==> config.mk <==
export PLATFORM = sky130hd
export DESIGN_NAME = hamming_frame_scheduler
export DESIGN_NICKNAME = d
export VERILOG_FILES = /design/src/rtl/hamming_sched_pkg.sv /design/src/rtl/rr_arbiter.sv /design/src/rtl/hamming_frame_scheduler.sv
export SDC_FILE = /design/constraint.sdc
export NUM_CORES = 1
export LEC_CHECK = 0
export BUFFER_PORTS_ARGS = -buffer_cell sky130_fd_sc_hd__buf_2
export CELL_PAD_IN_SITES_DETAIL_PLACEMENT = 1
export CELL_PAD_IN_SITES_GLOBAL_PLACEMENT = 2
export CORE_MARGIN = 4
export CORE_UTILIZATION = 27
export DETAILED_ROUTE_END_ITERATION = 10
export PLACE_DENSITY_LB_ADDON = 0.25
export SLEW_MARGIN = 40
export SYNTH_ARGS = -nofsm -noshare
export SYNTH_HDL_FRONTEND = slang
export SYNTH_SLANG_ARGS = --single-unit
==> constraint.sdc <==
create_clock -name clk_in -period 2.57 [get_ports clk_in]
set_input_delay 0.1285 -clock clk_in [delete_from_list [all_inputs] [get_ports clk_in]]
set_output_delay 0.1285 -clock clk_in [all_outputs]
set_load 0.1 [all_outputs]
==> src/rtl/hamming_sched_pkg.sv <==
// Shared constants and state encoding for the Hamming frame scheduler.
package hamming_sched_pkg;
    localparam int WORD_W     = 32;
    localparam int FRAME_BITS = 64;

    typedef enum logic [1:0] {
        IDLE  = 2'd0,
        SHIFT = 2'd1,
        GAP   = 2'd2
    } sched_state_t;
endpackage

==> src/rtl/rr_arbiter.sv <==
// Combinational round-robin pick: first set request strictly after rr_ptr, with wrap.
module rr_arbiter #(
    parameter int N_REQ = 4,
    parameter int IDX_W = $clog2(N_REQ)
) (
    input  logic [N_REQ-1:0] req,
    input  logic [IDX_W-1:0] rr_ptr,
    output logic [IDX_W-1:0] winner,
    output logic             any_req
);
    logic [IDX_W-1:0] w_idx;
    logic             w_found;

    always_comb begin
        winner  = '0;
        w_found = 1'b0;
        w_idx   = '0;
        for (int k = 1; k <= N_REQ; k++) begin
            w_idx = IDX_W'((int'(rr_ptr) + k) % N_REQ);
            if (!w_found && req[w_idx]) begin
                winner  = w_idx;
                w_found = 1'b1;
            end
        end
    end

    assign any_req = |req;
endmodule

==> src/rtl/hamming_frame_scheduler.sv <==
// Round-robin frame scheduler feeding one Hamming encoder: grabs a 32-bit word per frame,
// shifts it MSB-first for 32 cycles, then idles GAP_CYCLES cycles before the next frame.
module hamming_frame_scheduler
    import hamming_sched_pkg::*;
#(
    parameter int N_REQ      = 4,
    parameter int GAP_CYCLES = 2,
    parameter int CNT_W      = 16
) (
    input  logic                      clk_in,
    input  logic                      rst,
    input  logic                      enable,
    input  logic [N_REQ-1:0]          req,
    input  logic [N_REQ*WORD_W-1:0]   word_in,
    output logic [N_REQ-1:0]          grant,
    input  logic                      enc_ready,
    output logic                      enc_data,
    output logic                      enc_valid,
    output logic                      busy,
    output logic [$clog2(N_REQ)-1:0]  src_id,
    output logic [CNT_W-1:0]          frame_cnt
);
    localparam int               IDX_W    = $clog2(N_REQ);
    localparam logic [3:0]       GAP_LAST = (GAP_CYCLES > 0) ? 4'(GAP_CYCLES - 1) : 4'd0;
    localparam logic [IDX_W-1:0] PTR_RST  = IDX_W'(N_REQ - 1);
    localparam logic [N_REQ-1:0] ONE_HOT0 = N_REQ'(1);

    sched_state_t       r_state;
    sched_state_t       w_next_state;
    logic [WORD_W-1:0]  r_shift_reg;
    logic [4:0]         r_bit_cnt;
    logic [3:0]         r_gap_cnt;
    logic [IDX_W-1:0]   r_rr_ptr;
    logic [IDX_W-1:0]   r_src_id;
    logic [N_REQ-1:0]   r_grant;
    logic [CNT_W-1:0]   r_frame_cnt;
    logic [IDX_W-1:0]   w_winner;
    logic               w_any_req;
    logic               w_start;
    logic               w_last_bit;
    logic               w_gap_done;

    rr_arbiter #(.N_REQ(N_REQ), .IDX_W(IDX_W)) u_arb (
        .req     (req),
        .rr_ptr  (r_rr_ptr),
        .winner  (w_winner),
        .any_req (w_any_req)
    );

    // Handshake: enc_ready is only a start permission sampled in IDLE; once a frame starts,
    // enc_valid stays high for all 32 bits regardless of enc_ready.
    assign w_start    = (r_state == IDLE) && enable && w_any_req && enc_ready;
    assign w_last_bit = (r_state == SHIFT) && (r_bit_cnt == 5'd31);
    assign w_gap_done = (r_state == GAP) && (r_gap_cnt == GAP_LAST);

    always_ff @(posedge clk_in) begin
        if (!rst) begin
            r_state <= IDLE;
        end else begin
            r_state <= w_next_state;
        end
    end

    always_comb begin
        w_next_state = r_state;
        enc_valid    = 1'b0;
        enc_data     = 1'b0;
        busy         = 1'b0;
        case (r_state)
            IDLE: begin
                if (w_start) begin
                    w_next_state = SHIFT;
                end
            end
            SHIFT: begin
                enc_valid = 1'b1;
                enc_data  = r_shift_reg[WORD_W-1];
                busy      = 1'b1;
                if (w_last_bit) begin
                    w_next_state = (GAP_CYCLES > 0) ? GAP : IDLE;
                end
            end
            GAP: begin
                busy = 1'b1;
                if (w_gap_done) begin
                    w_next_state = IDLE;
                end
            end
            default: w_next_state = IDLE;
        endcase
    end

    always_ff @(posedge clk_in) begin
        if (!rst) begin
            r_shift_reg <= '0;
            r_bit_cnt   <= '0;
            r_gap_cnt   <= '0;
            r_rr_ptr    <= PTR_RST;
            r_src_id    <= '0;
            r_grant     <= '0;
            r_frame_cnt <= '0;
        end else begin
            r_grant <= '0;
            case (r_state)
                IDLE: begin
                    if (w_start) begin
                        r_shift_reg <= word_in[WORD_W*w_winner +: WORD_W];
                        r_src_id    <= w_winner;
                        r_rr_ptr    <= w_winner;
                        r_grant     <= ONE_HOT0 << w_winner;
                        r_bit_cnt   <= '0;
                    end
                end
                SHIFT: begin
                    r_shift_reg <= {r_shift_reg[WORD_W-2:0], 1'b0};
                    r_bit_cnt   <= r_bit_cnt + 5'd1;
                    if (w_last_bit) begin
                        r_frame_cnt <= r_frame_cnt + CNT_W'(1);
                        r_gap_cnt   <= '0;
                    end
                end
                GAP: begin
                    r_gap_cnt <= r_gap_cnt + 4'd1;
                end
                default: ;
            endcase
        end
    end

    assign grant     = r_grant;
    assign src_id    = r_src_id;
    assign frame_cnt = r_frame_cnt;
endmodule

==> Implementation_results.wiki <==
{| class="wikitable"
! Metric !! Value
|-
| Post-synth EDFFs || 0
|-
| Via count of the first global-routing pass || 5424
|-
| Unrepaired setup endpoints after global routing || false
|-
| Critical path cell sequence || and2_1 > o22a_2 > buf_12 > nand2_1 > buf_4 > a221oi_1 > o211ai_1
|-
| Max FFs per register || 32
|-
| Count of endpoints failing hold in the final timing report || 0
|-
| CP max stage delay || 420 ps
|-
| Design area || 0.00576 mm²
|-
| Placement row count || 46
|-
| Synth Instances || 578
|-
| Largest fanout on the critical path || 66
|-
| Number of synthesis warnings || 0
|-
| Starting utilization of the core area || 27.7%
|-
| Total Die Area || 0.0186 mm²
|-
| Met1 track utilization from global routing || 23.7%
|-
| Post-synthesis cell area || 0.00444 mm²
|-
| Busiest metal layer after global routing || met2
|-
| Placer's final routability congestion estimate || 0.738
|-
| Count of different cell masters after synthesis || 48
|-
| Wire length of the first global-routing pass || 28.2 mm
|-
| Number of antenna violations at the first check in global routing || 1
|-
| Post-Syn Nets || 723
|-
| Final min period || 2180 ps
|-
| Horizontal die dimension || 136 µm
|-
| Via density || 5.34
|-
| H-tree lvl count || 3
|-
| Average wire length per cell after detail routing || 18.8 µm
|-
| Clock skew after layout || 5.91 ps
|-
| Max stage delay cell, worst path || sky130_fd_sc_hd__dfxtp_1
|-
| Setup crit end kind || register
|-
| Count of nets left with antenna violations after detail routing || 0
|-
| CTS resizes || 0
|-
| Num CTS Buffers || 9
|-
| Height of the die || 136 µm
|-
| CP required || 2770 ps
|-
| Non-filler cells in the finished layout || 931
|-
| CP Launch Type || register
|-
| Type of the worst setup path || register to register
|-
| Buffers on Ports || 160
|-
| Maximum clock frequency || 459 MHz
|-
| Top-area cell type share of the netlist area || 30.2%
|-
| Footprint of the multi-input gates || 0.00286 mm²
|-
| Final count of negative-setup-slack endpoints || 0
|-
| Placement Cell Area || 0.00548 mm²
|-
| Total detailed-routing wirelength || 17.5 mm
|-
| Setup WS post-layout || 392 ps
|-
| 1st-iter DRT viols || 268
|-
| Layout overhead on the synthesized area || 29.7%
|-
| Number of buffers inserted to repair setup after CTS || 0
|-
| DRC Markers || 0
|-
| Core outline area || 0.0160 mm²
|-
| Mean Syn Cell Area || 7.68 µm²
|-
| Fraction of layout instances using a drive strength above 1 || 29.1%
|-
| Area taken by flip-flops and latches || 0.00134 mm²
|-
| Vias || 4969
|-
| Leakage power summed over all cells || 2.30 nW
|-
| Async set-reset flop share out of synthesis || 0%
|-
| Maximum number of pins on one net before global-route repair || 67
|-
| Status || finished, final reports clean
|-
| IR drop worst, VDD || 0.322 mV
|-
| Sequential fraction of the synthesis area || 30.2%
|-
| GR met3 Demand/Resource || 4.59%
|-
| GRT Overall Usage || 19.0%
|-
| Final max-slew violation count || 0
|-
| Crit path arrival time || 2380 ps
|-
| Post-route setup TNS || 0 ps
|-
| Clock tree from TritonCTS || done
|-
| Number of register bits inferred by synthesis || 67
|-
| Number of cells after detailed placement || 915
|-
| Maxcap violations || 0
|-
| Number of sinks handled by clock tree synthesis || 67
|-
| Final-stage net count || 855
|-
| Placement-stage worst setup slack || 440 ps
|-
| TritonRoute pass-1 iters || 4
|-
| Fillers || 2016
|-
| Actual transition at the worst max-transition pin || 687 ps
|-
| Top post-synthesis cells by count || 72 x sky130_fd_sc_hd__o21ai_0, 67 x sky130_fd_sc_hd__dfxtp_1, 48 x sky130_fd_sc_hd__nand2_1
|-
| CTS Root Cell || sky130_fd_sc_hd__clkbuf_16
|-
| Count leader, synth || sky130_fd_sc_hd__o21ai_0
|-
| Clock Tree Buf Depth || 2
|-
| Worst max-slew margin expressed relative to the limit || 54.2%
|-
| Clock transition at path regs || 60 ps
|-
| Min-delay worst type || primary input to register
|-
| Grt ovf || 0
|-
| Leading cell types by total area after synthesis || sky130_fd_sc_hd__dfxtp_1 30%, sky130_fd_sc_hd__o21ai_0 8.1%, sky130_fd_sc_hd__a211o_1 5.9%
|-
| Boundary pin count || 161
|-
| # diodes || 0
|-
| Tcrit/Tclk final || 84.8%
|-
| Post-synth top flop || sky130_fd_sc_hd__dfxtp_1
|-
| Placed wire-length estimate after detailed placement || 12.3 mm
|-
| Worst-Skew Late Latency || 340 ps
|-
| Number of buffers inserted by hold repair at cts || 0
|-
| Power density over cell area || 562 mW/mm²
|-
| Met2 track demand over resource || 33.3%
|-
| Leading area contributor after synthesis || sky130_fd_sc_hd__dfxtp_1
|}
-- per-stage QoR --
step	hold slack, ps	total power (W)	utilization (%)
2_1_floorplan	357	0.00174	-
3_3_place_gp	398	0.00206	34.1
3_5_place_dp	414	0.00209	34.2
4_1_cts	62.5	0.00328	36.0
5_1_grt	61.7	0.00342	36.0
6_report	75.7	0.00323	36.0
-- power breakdown --
group	leakage [nW]	switching, W	internal, W
sequential	0.543	0.0000447	0.00110
combinational	1.63	0.000602	0.000318
clock	0.130	0.000496	0.000677
total	2.30	0.00114	0.00209
-- layer usage --
layer / part of all wire [%] / routed length, µm
met3: 5.2 / 909
met1: 45 / 7890
met4: 0.82 / 144
met5: 0.074 / 13
met2: 49 / 8530
-- cell type report --
| cell class | count | share of cell area (%) |
|---|---|---|
| clock inverters | 6 | 0.717 |
| inverters | 8 | 0.522 |
| well taps | 216 | 4.69 |
| clock buffers | 10 | 4.15 |
| flip-flops and latches | 67 | 23.3 |
| repair buffers | 178 | 17.0 |
| multi-input cells | 446 | 49.6 |
-- layout by cell type (no fill, tap or decap), types with 9 or more instances in the layout --
| cell type | instances |
|---|---|
| sky130_fd_sc_hd__a211o_1 | 30 |
| sky130_fd_sc_hd__xor2_1 | 11 |
| sky130_fd_sc_hd__a21oi_1 | 11 |
| sky130_fd_sc_hd__o211ai_1 | 32 |
| sky130_fd_sc_hd__nand3_1 | 45 |
| sky130_fd_sc_hd__a221oi_1 | 30 |
| sky130_fd_sc_hd__nor3b_1 | 31 |
| sky130_fd_sc_hd__buf_4 | 15 |
| sky130_fd_sc_hd__nand2_1 | 48 |
| sky130_fd_sc_hd__o21ai_0 | 72 |
| sky130_fd_sc_hd__and3_1 | 37 |
| sky130_fd_sc_hd__dfxtp_1 | 67 |
| sky130_fd_sc_hd__nor2_1 | 31 |
| sky130_fd_sc_hd__buf_2 | 160 |
| sky130_fd_sc_hd__clkbuf_16 | 9 |
-- worst max-delay path: cells and delay by family, from the launching register on --
family / cells / cell delay [ps]
simple gates: 2 / 290
compound gates: 3 / 760
flops: 1 / 420
buf+inv: 2 / 500
-- path summary, 6_finish.rpt --
path	from	end	slack [ps]	depth (start not counted)
min reg2reg	src_id[1]	src_id[1]	470	2
max reg2reg	r_rr_ptr[1]	r_shift_reg[21]	390	7
max	r_rr_ptr[1]	r_shift_reg[21]	390	7
min	rst	r_rr_ptr[1]	80	2
-- cells by family after synthesis --
group / share of synthesized area (%)
multiplexers: 0.902
flip-flops: 30.2
XOR/XNOR: 2.76
buffers and inverters: 6.37
AND/OR/NAND/NOR: 26.6
AO/OA/AOI/OAI: 30.6
adder cells (fa/ha/maj): 2.54
No activity file was read; power rests on OpenSTA's default activity.
